--- config.mk ---
export PLATFORM = sky130hd
export DESIGN_NAME = var_shift_seq_flat
export DESIGN_NICKNAME = d
export VERILOG_FILES = /design/src/rtl/var_shift_seq_if.sv /design/src/rtl/var_shift_seq.sv /design/src/flat_wrapper.sv
export SDC_FILE = /design/constraint.sdc
export NUM_CORES = 1
export LEC_CHECK = 0
export CAP_MARGIN = 10
export CORE_MARGIN = 2
export CORE_UTILIZATION = 25
export DETAILED_ROUTE_END_ITERATION = 6
export DONT_BUFFER_PORTS = 1
export GPL_TIMING_DRIVEN = 1
export PLACE_DENSITY = 0.46
export SLEW_MARGIN = 10
export SYNTH_ARGS = -nofsm -noshare
export SYNTH_HDL_FRONTEND = slang
export SYNTH_SLANG_ARGS = --single-unit
--- constraint.sdc ---
create_clock -name clk -period 1.9 [get_ports clk]
set_input_delay 0.285 -clock clk [delete_from_list [all_inputs] [get_ports clk]]
set_output_delay 0.285 -clock clk [all_outputs]
set_load 0.02 [all_outputs]
--- src/rtl/var_shift_seq_if.sv ---
// Handshake/data bundle for var_shift_seq: the controller drives the request,
// the shifter returns the working register and the busy/done status.
interface var_shift_seq_if #(
  parameter int unsigned WIDTH = 8,
  parameter int unsigned CNT_W = 3
);
  logic             start;
  logic             dir;
  logic [CNT_W-1:0] amt;
  logic [WIDTH-1:0] din;
  logic [WIDTH-1:0] dout;
  logic             busy;
  logic             done;

  modport master (
    output start, dir, amt, din,
    input  dout, busy, done
  );

  modport slave (
    input  start, dir, amt, din,
    output dout, busy, done
  );
endinterface

--- src/rtl/var_shift_seq.sv ---
// Sequential variable shifter: one bit position per clock under a down-counter.
// Define VAR_SHIFT_ROTATE_EN to rotate instead of zero-filling the vacated bit.
module var_shift_seq #(
  parameter int unsigned WIDTH = 8,
  parameter int unsigned CNT_W = 3
) (
  input logic           clk,
  input logic           rst,
  var_shift_seq_if.slave bus
);

  typedef enum logic [1:0] {
    IDLE  = 2'd0,
    SHIFT = 2'd1,
    DONE  = 2'd2
  } state_t;

  state_t           state, state_n;
  logic [WIDTH-1:0] q, q_n;
  logic [CNT_W-1:0] cnt, cnt_n;
  logic             dir_r, dir_n;
  logic             busy_r, done_r;
  logic             fill;

  always_comb begin
    state_n = state;
    q_n     = q;
    cnt_n   = cnt;
    dir_n   = dir_r;
    fill    = 1'b0;
    case (state)
      IDLE: begin
        if (bus.start) begin
          dir_n   = bus.dir;
          q_n     = bus.din;
          cnt_n   = bus.amt;
          state_n = (bus.amt == '0) ? DONE : SHIFT;
        end
      end
      SHIFT: begin
`ifdef VAR_SHIFT_ROTATE_EN
        fill = dir_r ? q[0] : q[WIDTH-1];
`else
        fill = 1'b0;
`endif
        q_n = dir_r ? {fill, q[WIDTH-1:1]} : {q[WIDTH-2:0], fill};
        // Counter only moves while nonzero so it can never wrap.
        if (cnt != '0) cnt_n = cnt - CNT_W'(1);
        if (cnt <= CNT_W'(1)) state_n = DONE;
      end
      DONE:    state_n = IDLE;
      default: state_n = IDLE;
    endcase
  end

  // Status flags are registered from the next state so they align with it.
  always_ff @(posedge clk) begin
    if (rst) begin
      state  <= IDLE;
      q      <= '0;
      cnt    <= '0;
      dir_r  <= 1'b0;
      busy_r <= 1'b0;
      done_r <= 1'b0;
    end else begin
      state  <= state_n;
      q      <= q_n;
      cnt    <= cnt_n;
      dir_r  <= dir_n;
      busy_r <= (state_n != IDLE);
      done_r <= (state_n == DONE);
    end
  end

  assign bus.dout = q;
  assign bus.busy = busy_r;
  assign bus.done = done_r;

endmodule

--- src/flat_wrapper.sv ---
// flat-port wrapper written by rule: the top's interface ports become plain ports
module var_shift_seq_flat 
#(
  parameter int unsigned WIDTH = 8,
  parameter int unsigned CNT_W = 3
)
  (clk, rst, bus_start, bus_dir, bus_amt, bus_din, bus_dout, bus_busy, bus_done);
  var_shift_seq_if #(.WIDTH(WIDTH), .CNT_W(CNT_W)) bus_i ();
  input logic clk;
  input logic rst;
  input wire logic [$bits(bus_i.start)-1:0] bus_start;
  input wire logic [$bits(bus_i.dir)-1:0] bus_dir;
  input wire logic [$bits(bus_i.amt)-1:0] bus_amt;
  input wire logic [$bits(bus_i.din)-1:0] bus_din;
  output wire logic [$bits(bus_i.dout)-1:0] bus_dout;
  output wire logic [$bits(bus_i.busy)-1:0] bus_busy;
  output wire logic [$bits(bus_i.done)-1:0] bus_done;
  assign bus_i.start = bus_start;
  assign bus_i.dir = bus_dir;
  assign bus_i.amt = bus_amt;
  assign bus_i.din = bus_din;
  assign bus_dout = bus_i.dout;
  assign bus_busy = bus_i.busy;
  assign bus_done = bus_i.done;
  var_shift_seq #(.WIDTH(WIDTH), .CNT_W(CNT_W)) u_core (.clk(clk), .rst(rst), .bus(bus_i));
endmodule
==> After elaboration in Yosys (flattened, before gate mapping) <==
Index checks and enable logic that the tools add are counted.
{ "totals": {"reg_bits": 16, "in_bits": 15, "out_inout_bits": 10, "wordCells": 30} }
{ "classes": {"addsub": 1, "magnitude_cmp": 1, "eq_ne": 4, "mux": 10, "reduce_logical": 8} }
{ "ops": {"columns": ["cell", "count"], "rows": [
  ["$mux W8", 2],
  ["$pmux W8 S2", 1],
  ["$mux W2", 3],
  ["$mux W3", 2],
  ["$pmux W3 S2", 1],
  ["$pmux W2 S2", 1],
  ["$reduce_and A2 Y1", 2],
  ["$reduce_bool A2 Y1", 2],
  ["$le A3 B1 Y1 const B", 1],
  ["$logic_not A3 Y1", 1],
  ["$reduce_and A3 Y1", 1],
  ["$reduce_bool A3 Y1", 1],
  ["$sub A3 B1 Y3 const B", 1],
  ["$eq A2 B1 Y1 const B", 1],
  ["$eq A2 B2 Y1 const B", 1],
  ["$logic_not A2 Y1", 1],
  ["$ne A2 B1 Y1 const B", 1],
  ["$ne A2 B2 Y1 const B", 1]
]} }

==> Logic depth before layout (Yosys ltp) <==
Gate-level depths: netlist of run 1.
{ "depth": {"depth_word": 5, "ltp_mapped": 5, "mapped_depth_nobuf": 5} }

==> Worst setup path before layout of run 1 <==
No wires, ideal clock.
{ "synth_path": {"path_kind": "flip-flop to flip-flop", "from": "register u_core.cnt[0]", "to": "register u_core.cnt[1]", "setup_ns": 0.115, "arrival_ns": 1.030, "required_ns": 1.785, "path_slack_ns": 0.755, "stages_incl_launch_ff": 6, "n_path_buf": 0, "period_less_slack_ns": 1.145, "cell_sequence": "dfxtp_1 -> inv_1 -> ha_1 -> nand3b_1 -> o2111a_1 -> o21a_1"} }
{ "synth_via": {"elab_chain_len": 3, "word_cells_on_any_way": 6, "classes_between": "add/sub: 1; eq/ne: 1; mux: 2; reduce/logical: 2"} }
{ "synth_lines": {"columns": ["item", "line", "source"], "rows": [
  ["start: declaration", "var_shift_seq.sv:20", "logic [CNT_W-1:0] cnt, cnt_n;"],
  ["start signal: assignment", "var_shift_seq.sv:68", "cnt <= cnt_n;"],
  ["$sub A3 B1 Y3 / $reduce_bool A3 Y1 (equally long branches)", "var_shift_seq.sv:48", "if (cnt != '0) cnt_n = cnt - CNT_W'(1);"],
  ["$mux W3 / $ne A2 B1 Y1 (equally long branches)", null, null],
  ["$pmux W3 S2 / $reduce_and A3 Y1 (equally long branches)", null, null]
]} }
Parallel ways exist; a longest one is shown, timed or not. The select of a mux whose other input is x is not followed.
A chain may end at the register's enable or synchronous reset.

==> Worst setup path after layout of run 1 <==
{ "layout_path": {"from": "register u_core.state[1]", "to": "register u_core.cnt[2]"} }
{ "layout_via": {"elab_chain_len": 3, "word_cells_on_any_way": 7, "classes_between": "eq/ne: 3; mux: 1; reduce/logical: 3"} }
{ "layout_lines": {"columns": ["item", "line", "source"], "rows": [
  ["start: declaration", "var_shift_seq.sv:18", "state_t state, state_n;"],
  ["start signal: assignment", "var_shift_seq.sv:66", "state <= state_n;"],
  ["$eq A2 B1 Y1 / $logic_not A2 Y1 (equally long branches)", "var_shift_seq.sv:31", "case (state)"],
  ["$ne A2 B1 Y1 (no line) (tied with other cells)", null, null],
  ["$reduce_and A3 Y1 (no line)", null, null]
]} }
Parallel ways exist; a longest one is shown, timed or not.

==> results of run 1 <==
## cell type report
cell class	instances	share of cell area, %
multi-input combinational	64	53.6
sequential	16	32.9
tap	48	6.17
clock buffer	3	4.24
inverter	6	2.31
timing repair buffer	1	0.771
## report_power, final
part | leakage (nW) | switching, mW | internal (mW) | total (mW)
Combinational | 0.204 | 0.0902 | 0.0918 | 0.182
Sequential | 0.132 | 0.0667 | 0.373 | 0.440
Clock | 0.0216 | 0.116 | 0.141 | 0.256
Total | 0.358 | 0.273 | 0.605 | 0.878
## cell usage in the layout (no fill, tap or decap)
cell / n
o21bai_1: 2
clkbuf_8: 3
nand3b_1: 2
o2111a_1: 2
a32oi_1: 1
o21ba_4: 1
inv_1: 6
nand3b_2: 1
nor2_1: 2
mux2_2: 6
nor2b_1: 4
nand3_1: 8
o32ai_1: 1
nor3b_1: 1
nor2b_4: 1
mux2i_1: 8
nor3_1: 3
nand2_2: 1
o21a_1: 2
a21oi_1: 1
o21ai_0: 8
xor2_1: 1
o221a_2: 2
a21boi_0: 1
ha_1: 3
dfxtp_1: 16
o211ai_2: 1
a211oi_2: 1
buf_4: 1
## final timing paths
| check | startpoint | endpoint | slack (ns) | cells past startpoint |
|---|---|---|---|---|
| setup / recovery | u_core.state[1]$_SDFF_PP0_ | u_core.cnt[2]$_SDFFE_PP0P_ | 0.64 | 3 |
| hold / removal | rst | u_core.cnt[0]$_SDFFE_PP0P_ | 0.09 | 1 |
| setup reg to reg | u_core.state[1]$_SDFF_PP0_ | u_core.cnt[2]$_SDFFE_PP0P_ | 0.64 | 3 |
| hold reg to reg | u_core.cnt[2]$_SDFFE_PP0P_ | u_core.cnt[2]$_SDFFE_PP0P_ | 0.55 | 2 |
## metrics by stage
stage	cell area [um^2]	power [mW]	util, %	cells	setup slack, ns
3_3_place_gp	932	0.628	25.9	135	0.644
2_1_floorplan	918	0.608	-	92	0.755
3_5_place_dp	932	0.632	25.9	135	0.632
5_1_grt	973	0.928	27.0	138	0.517
6_report	973	0.878	27.0	138	0.638
4_1_cts	973	0.889	27.0	138	0.621
## routing by layer
layer	track usage, %	share of wire [%]
met1	13.3	47
met2	16.8	46
met3	3.30	4.7
met4	4.79	1.8
met5	0	0
## worst max-delay path, stage by stage, from the launching register on
cell and delay, ns:
dfxtp_1 0.42, nor2b_4 0.40, mux2i_1 0.24, o32ai_1 0.10
## sequential cells by signal, summed over array words and instances (netlist names)
signal,count
u_core.bus.dout,8
u_core.cnt,3
u_core.state,2
u_core.bus.busy,1
u_core.bus.done,1
u_core.dir_r,1
## cells by family (layout without fill, tap and decap cells)
group / after synthesis / in the layout / share of synthesized area (%)
AOI/OAI and AO/OA: 23 / 23 / 20.3
xor gates and xnor gates: 1 / 1 / 0.954
adders and majority gates: 3 / 3 / 4.09
buffers and inverters: 12 / 10 / 8.31
DFF: 16 / 16 / 34.9
muxes: 14 / 14 / 16.1
and+or+nand+nor: 23 / 23 / 15.4
==> flow_summary.toml, run 1 <==
[detailed_routing]
initialDrtViolationCount = 50
via_per_inst = 4.77
num_vias = 658
antenna_left = 0
wire_per_inst_um = 14.8
wl_um = 2040
first_pass_iters = 3
drc_errors = 0

[logic_synthesis]
yosysSeqAreaShare_pct = 34.9
syn_area_per_cell_um2 = 9.98
synthArstFlopShare_pct = 0
synth_area_leaders = "dfxtp_1, mux2i_1, mux2_2"
synth_commonest_cells = "dfxtp_1, mux2i_1, nand3_1, o21ai_0"
yosys_register_bits = 16
synth_top_flop_cell = "dfxtp_1"
yosysTopAreaCell = "dfxtp_1"
yosysWarningCount = 0
synth-edff-count = 0
synthDistinctLibCells = 30
yosysMostFrequentCell = "dfxtp_1"
syn_nets = 110
synth_top_area_share_pct = 34.9
synth_cells = 92
syn_area_um2 = 918

[die]
dieHeight_um = 64.6
fp-row-count = 22
start_util_pct = 25.5
dieArea_um2 = 4170
io_pins = 25
core_um2 = 3610
dieWidth_um = 64.6

[grt]
grt_first_pass_wirelength_um = 3420
grt_overflow = 0
gr-usage-all-layers_pct = 10.7
grt_antenna_before_repair = 0
grt_max_degree = 13
grt_pass1_vias = 696

[critical_path]
cp_max_fo = 10
start_kind = "register"
worstSetupPathType = "register to register"
worstPathRequired_ns = 2.04
endpoint_kind = "register"
critical_path_arrival_ns = 1.40

[finish]
nFillCells = 391
multi_input_area_um2 = 522
final-seq-area_um2 = 320
drive_gt1_share_pct = 20.0
area_delta_synth_final_pct = 5.99
finish.net_count = 110
n_antenna_cell = 0

[power]
powerDensity_nw_per_um2 = 902
vdd_ir_drop_max_mv = 0.201
p_leak_nw = 0.358

[min_path]
hp-class = "input port to register"

[timing]
timing.slew.headroom_pct = 67.1
whs_ns = 0.0905
post-route-min-period_ns = 1.26
finalHoldViolations = 0
drv_slew = 0
fin_skew_ns = 0.00520
max_freq_mhz = 793
period_share_pct = 66.4
tightest_slew_ns = 0.493
setup_violations = 0
rsz0062_at_grt = "no"
fin_setup_tns_ns = 0

[clock_tree]
ctsHtreeMaxLevel = 1
cts_sinks = 16
clkTransAtPathRegs_ns = 0.07
numCtsBuffers = 3
cts_setup_buffers = 0
clock_path_buffers = 2
root_buffer = "clkbuf_8"
hold_buffers = 0
clock_latency_ns = 0.25
cts_resized = 0
cts_tree = "yes"

[run]
maxCapViolCount = 0

[placed_design]
gp_congestion = 0.739
io_buffers = 0
place_hpwl_um = 1510

[run_status]
status = "finished, final reports clean"
(Power assumes the default switching activity.)
==> run 2: changes to the inputs <==
--- a/config.mk
+++ b/config.mk
@@ -11,7 +11,7 @@
 export DETAILED_ROUTE_END_ITERATION = 6
 export DONT_BUFFER_PORTS = 1
 export GPL_TIMING_DRIVEN = 1
-export PLACE_DENSITY = 0.46
+export PLACE_DENSITY = 0.48
 export SLEW_MARGIN = 10
 export SYNTH_ARGS = -nofsm -noshare
 export SYNTH_HDL_FRONTEND = slang
==> constraint.sdc (replaced) <==
create_clock -name clk -period 1 [get_ports clk]
set_input_delay 0.15 -clock clk [delete_from_list [all_inputs] [get_ports clk]]
set_output_delay 0.15 -clock clk [all_outputs]
set_load 0.02 [all_outputs]
==> run 2 against run 1 <==
  * The run now ends with negative setup slack left
  * First-iteration DRC count down 40%
  * Worst hold slack lost 0.068 ns
  * Core utilization grew 10 points
  * Worst setup slack lost 0.80 ns
  * Final area increased by 38%
  * Combinational power rose to 3.9 times the previous value
  * Clock power rose by 120%
  * Largest cell class unchanged
  * Largest power group unchanged
==> flow_summary.toml, run 2 (synthesized netlist as in run 1, its figures left out) <==
[die]
start_util_pct = 25.5
dieHeight_um = 64.6
fp-row-count = 22
dieWidth_um = 64.6
io_pins = 25
dieArea_um2 = 4170
core_um2 = 3610

[critical_path]
cp_max_fo = 4
rrSetupSlack_ns = -0.16
worstPathRequired_ns = 1.13
rr_endpoint = "u_core.state[1]$_SDFF_PP0_"
endpoint_kind = "register"
critical_path_arrival_ns = 1.29
start_kind = "register"
startpoint = "u_core.cnt[1]$_SDFFE_PP0P_"
r2r_start = "u_core.cnt[1]$_SDFFE_PP0P_"
worstSetupPathType = "register to register"
rr_worst_depth = 5

[detailed_routing]
initialDrtViolationCount = 30
wl_um = 2340
wire_per_inst_um = 14.1
antenna_left = 0
first_pass_iters = 4
num_vias = 769
drc_errors = 0
via_per_inst = 4.63

[min_path]
hp-class = "input port to register"
min_to = "u_core.cnt[2]$_SDFFE_PP0P_"
hold_start = "rst"
holdPathStages = 1

[finish]
area_delta_synth_final_pct = 46.2
finish.net_count = 137
largest_reg_flops = 8
drive_gt1_share_pct = 50.0
mostFrequentLayoutCells = "buf_4, dfxtp_1, nand3_1"
n_antenna_cell = 0
fin_util_pct = 37.2
final_common_cell = "buf_4"

[timing]
max_freq_mhz = 862
drv_slew = 0
setup_violations = 15
fin_skew_ns = 0.00115
timing.slew.headroom_pct = 76.8
fin_ws_ns = -0.160
post-route-min-period_ns = 1.16
rsz0062_at_grt = "yes"
finalHoldViolations = 0
tightest_slew_ns = 0.346
period_share_pct = 116

[grt]
grt_pass1_vias = 796
grt_max_degree = 10
grt_antenna_before_repair = 0
grt_first_pass_wirelength_um = 3770
gr-usage-all-layers_pct = 11.8
grt_overflow = 0

[run]
maxCapViolCount = 0

[power]
vdd_ir_drop_max_mv = 0.395
p_leak_nw = 0.559
powerDensity_nw_per_um2 = 1550

[clock_tree]
clkTransAtPathRegs_ns = 0.06
clock_latency_ns = 0.24
root_buffer = "clkbuf_8"
ctsHtreeMaxLevel = 1
numCtsBuffers = 3
cts_tree = "yes"
cts_sinks = 16
clock_path_buffers = 2

[run_status]
failed_checks = "negative setup slack"
status = "finished with violations"

[placed_design]
place_hpwl_um = 1650
io_buffers = 0
gp_congestion = 0.812
dp_slack_ns = -0.165
==> run 2: cell types whose count changed in the layout (fill, tap and decap cells not counted), moves of 5 or more <==
cell,before,now
o21ai_0,8,1
buf_4,1,22
o21ai_1,0,7
mux2_4,0,6
mux2_2,6,0
dfxtp_1,16,11
==> run 2: timing repair <==
item,in CTS,in global routing
endpoints found under the hold margin,4,0
gates resized for setup,17,7
pin swaps,9,4
hold buffers,1,0
endpoints found under the setup margin,15,15
setup buffers,3,2
==> run 2: worst max-delay path by stage <==
stage,slack [ns],endpoint
after floorplan,-0.08,u_core.cnt[0]$_SDFFE_PP0P_
after CTS,-0.16,u_core.cnt[1]$_SDFFE_PP0P_
final,-0.16,u_core.state[1]$_SDFF_PP0_
after detailed placement,-0.17,u_core.state[1]$_SDFF_PP0_
after global placement,-0.14,u_core.state[1]$_SDFF_PP0_
after global routing,-0.19,u_core.cnt[1]$_SDFFE_PP0P_
==> run 2: power breakdown <==
group	switching [mW]	internal, mW	leakage, nW
clock network	0.222	0.349	0.0288
logic	0.312	0.402	0.395
registers	0.0826	0.713	0.135
total	0.617	1.46	0.559
==> run 2: worst max-delay path, cell delays in order (launching register included) <==
cell	delay, ns
dfxtp_2	0.36
inv_4	0.05
ha_1	0.17
o21bai_4	0.17
a32oi_2	0.21
nor3_1	0.08
==> run 2: layer usage <==
layer	GRT usage [%]	up-vias	routed length, um
met3	2.60	2	91
met5	0	-	0
met2	21.1	11	1240
met4	4.79	0	26
met1	13.5	367	982
li1	-	389	-
==> run 2: layout make-up <==
cell class	instances	area (um^2)
clock buffer	4	55.1
fill	362	2260
inverter	6	27.5
multi-input combinational	64	617
sequential	16	334
tap	48	60.1
timing repair buffer	28	249
==> run 2: per-stage QoR <==
stage	TNS (ns)	power (mW)	instance area, um^2	hold slack [ns]	std cells
4_1_cts	-1.44	2.05	1300	0.0116	164
5_1_grt	-2.17	2.20	1340	0.0210	166
6_report	-1.59	2.08	1340	0.0221	166
3_3_place_gp	-1.50	1.37	1140	0.210	156
2_1_floorplan	-0.635	1.19	951	0.207	92
3_5_place_dp	-1.74	1.38	1140	0.213	156
==> run 3: changes to the inputs <==
--- a/config.mk
+++ b/config.mk
@@ -6,12 +6,12 @@
 export NUM_CORES = 1
 export LEC_CHECK = 0
 export CAP_MARGIN = 10
-export CORE_MARGIN = 2
+export CORE_MARGIN = 10
 export CORE_UTILIZATION = 25
 export DETAILED_ROUTE_END_ITERATION = 6
 export DONT_BUFFER_PORTS = 1
 export GPL_TIMING_DRIVEN = 1
-export PLACE_DENSITY = 0.48
+export PLACE_DENSITY = 0.46
 export SLEW_MARGIN = 10
 export SYNTH_ARGS = -nofsm -noshare
 export SYNTH_HDL_FRONTEND = slang
==> constraint.sdc (replaced) <==
create_clock -name clk -period 1.2 [get_ports clk]
set_input_delay 0.18 -clock clk [delete_from_list [all_inputs] [get_ports clk]]
set_output_delay 0.18 -clock clk [all_outputs]
set_load 0.02 [all_outputs]
==> run 3 against run 2 <==
  * The run now ends clean
  * Count of clock-buffer cells in the layout is 1 lower
  * Worst hold slack better by 0.019 ns
  * Global-route usage is 4.3 points lower
  * Non-clock buffer count is 6 lower
  * Register-to-register slack better by 0.22 ns
  * Clock power is 30% lower
  * Clock skew hardly changed
  * Wire length is 4.7% higher
  * Sequential power is 18% lower
  * Critical path depth stayed put
==> flow_summary.toml, run 3 (synthesized netlist as in run 1, its figures left out) <==
[critical_path]
critical_path_arrival_ns = 1.28
rr_endpoint = "u_core.state[1]$_SDFF_PP0_"
worstPathRequired_ns = 1.33
r2r_start = "u_core.cnt[1]$_SDFFE_PP0P_"
worstSetupPathType = "register to register"
startpoint = "u_core.cnt[1]$_SDFFE_PP0P_"
cp_slowest_cell = "dfxtp_2"
slowest_delay_ns = 0.35
crit_path_end = "u_core.state[1]$_SDFF_PP0_"
rrSetupSlack_ns = 0.06
endpoint_kind = "register"
crit_path_cell_trace = "inv_4 > ha_2 > o21bai_4 > a32oi_2 > nor3_1"
rr_worst_depth = 5
start_kind = "register"
cp_max_fo = 4

[detailed_routing]
wl_met2_um = 1230
initialDrtViolationCount = 76
wl_met1_um = 1050
drc_errors = 0
first_pass_iters = 4
num_vias = 763
top_layer = "met4"
wl_um = 2450
met3_wirelength_um = 114
wire_per_inst_um = 15.5
antenna_left = 0
via_per_inst = 4.83

[finish]
fin_util_pct = 35.2
mostFrequentLayoutCells = "buf_4, dfxtp_1, mux2i_1, nand3_1, o21ai_0"
instances_no_fill = 158
multi_input_area_um2 = 576
final-seq-area_um2 = 327
stdcell_area_um2 = 1210
area_delta_synth_final_pct = 31.9
final_common_cell = "buf_4"
finish.net_count = 132
n_antenna_cell = 0
drive_gt1_share_pct = 43.8
largest_reg_flops = 8
nFillCells = 366

[die]
dieWidth_um = 80.6
dieArea_um2 = 6500
io_pins = 25
fp-row-count = 21
core_um2 = 3440
dieHeight_um = 80.6
start_util_pct = 26.7

[run_status]
status = "finished, final reports clean"

[placed_design]
place_hpwl_um = 1880
place_area_um2 = 1060
io_buffers = 0
gp_congestion = 0.761
place_inst = 149

[grt]
gr-usage-all-layers_pct = 7.45
grt_pass1_vias = 708
grt_overflow = 0
grt_first_pass_wirelength_um = 3720
grt_max_degree = 10
grt_antenna_before_repair = 0

[timing]
post-route-min-period_ns = 1.14
fin_skew_ns = 0.000689
timing.slew.headroom_pct = 79.3
max_freq_mhz = 875
finalHoldViolations = 0
tightest_slew_ns = 0.308
period_share_pct = 95.2
drv_slew = 0
setup_violations = 0

[clock_tree]
clock_path_buffers = 2
numCtsBuffers = 3
root_buffer = "clkbuf_8"
cts_sinks = 16
clkTransAtPathRegs_ns = 0.06
ctsHtreeMaxLevel = 1
clock_latency_ns = 0.25
cts_tree = "yes"

[power]
vdd_ir_drop_max_mv = 0.361
powerDensity_nw_per_um2 = 1290
p_leak_nw = 0.480

[min_path]
hp-class = "input port to register"

[run]
maxCapViolCount = 0
## run 3: cell count changes in the layout (fill, tap and decap cells not counted), sizes merged
| cell | change |
|---|---|
| clkbuf | -1 |
| buf | -7 |
| dlygate4sd3 | +1 |
| o21ba | +1 |
## run 3: timing repair
action | in CTS | in global routing
gates resized for setup | 2 | 14
endpoints found under the hold margin | 3 | 1
hold buffers | 1 | 1
cloned | 0 | 1
setup endpoints to repair | 4 | 7
buffers inserted | 1 | 2
pin swaps | 1 | 5
## run 3: cell type report
class / instances / area share [%]
clock buffers: 3 / 3.41
inverters: 6 / 2.27
multi-input cells: 65 / 47.5
flip-flops and latches: 16 / 27.0
well taps: 46 / 4.75
repair buffers: 22 / 15.1
## run 3: layer usage
| layer | up-vias | GRT usage, % |
|---|---|---|
| met3 | 4 | 2.00 |
| li1 | 378 | - |
| met5 | - | 0 |
| met2 | 14 | 11.2 |
| met1 | 367 | 8.89 |
| met4 | 0 | 5.28 |
## run 3: worst min-delay path by stage
stage	from	endpoint	slack (ns)	depth (start not counted)
2_1_floorplan	rst	u_core.cnt[0]$_SDFFE_PP0P_	0.24	1
3_3_place_gp	rst	u_core.cnt[0]$_SDFFE_PP0P_	0.25	1
3_5_place_dp	rst	u_core.cnt[0]$_SDFFE_PP0P_	0.25	1
4_1_cts	rst	u_core.state[1]$_SDFF_PP0_	0.0002	1
5_1_grt	rst	u_core.cnt[2]$_SDFFE_PP0P_	0.04	1
6_report	rst	u_core.cnt[2]$_SDFFE_PP0P_	0.04	1
## run 3: power by group
part,internal [mW],switching (mW),total [mW]
clock,0.223,0.180,0.402
combinational,0.269,0.243,0.512
sequential,0.594,0.0587,0.652
## run 3: through the flow
stage	hold slack, ns	TNS [ns]	worst slack (ns)	total power, mW
after floorplan	0.245	0	0.0552	0.963
after global placement	0.249	-0.0128	-0.0117	1.09
after detailed placement	0.249	-0.0587	-0.0348	1.10
after CTS	0.000166	0	0.00645	1.52
after global routing	0.0351	-0.00191	-0.00191	1.66
final	0.0412	0	0.0572	1.57
## run 3: critical path: cells and delay by family, from the launching register on
| kind | cells | cell delay (ns) |
|---|---|---|
| AND/OR/NAND/NOR | 1 | 0.07 |
| adder cells (fa/ha/maj) | 1 | 0.16 |
| AO/OA/AOI/OAI | 2 | 0.40 |
| buffers and inverters | 1 | 0.05 |
| flip-flops | 1 | 0.35 |
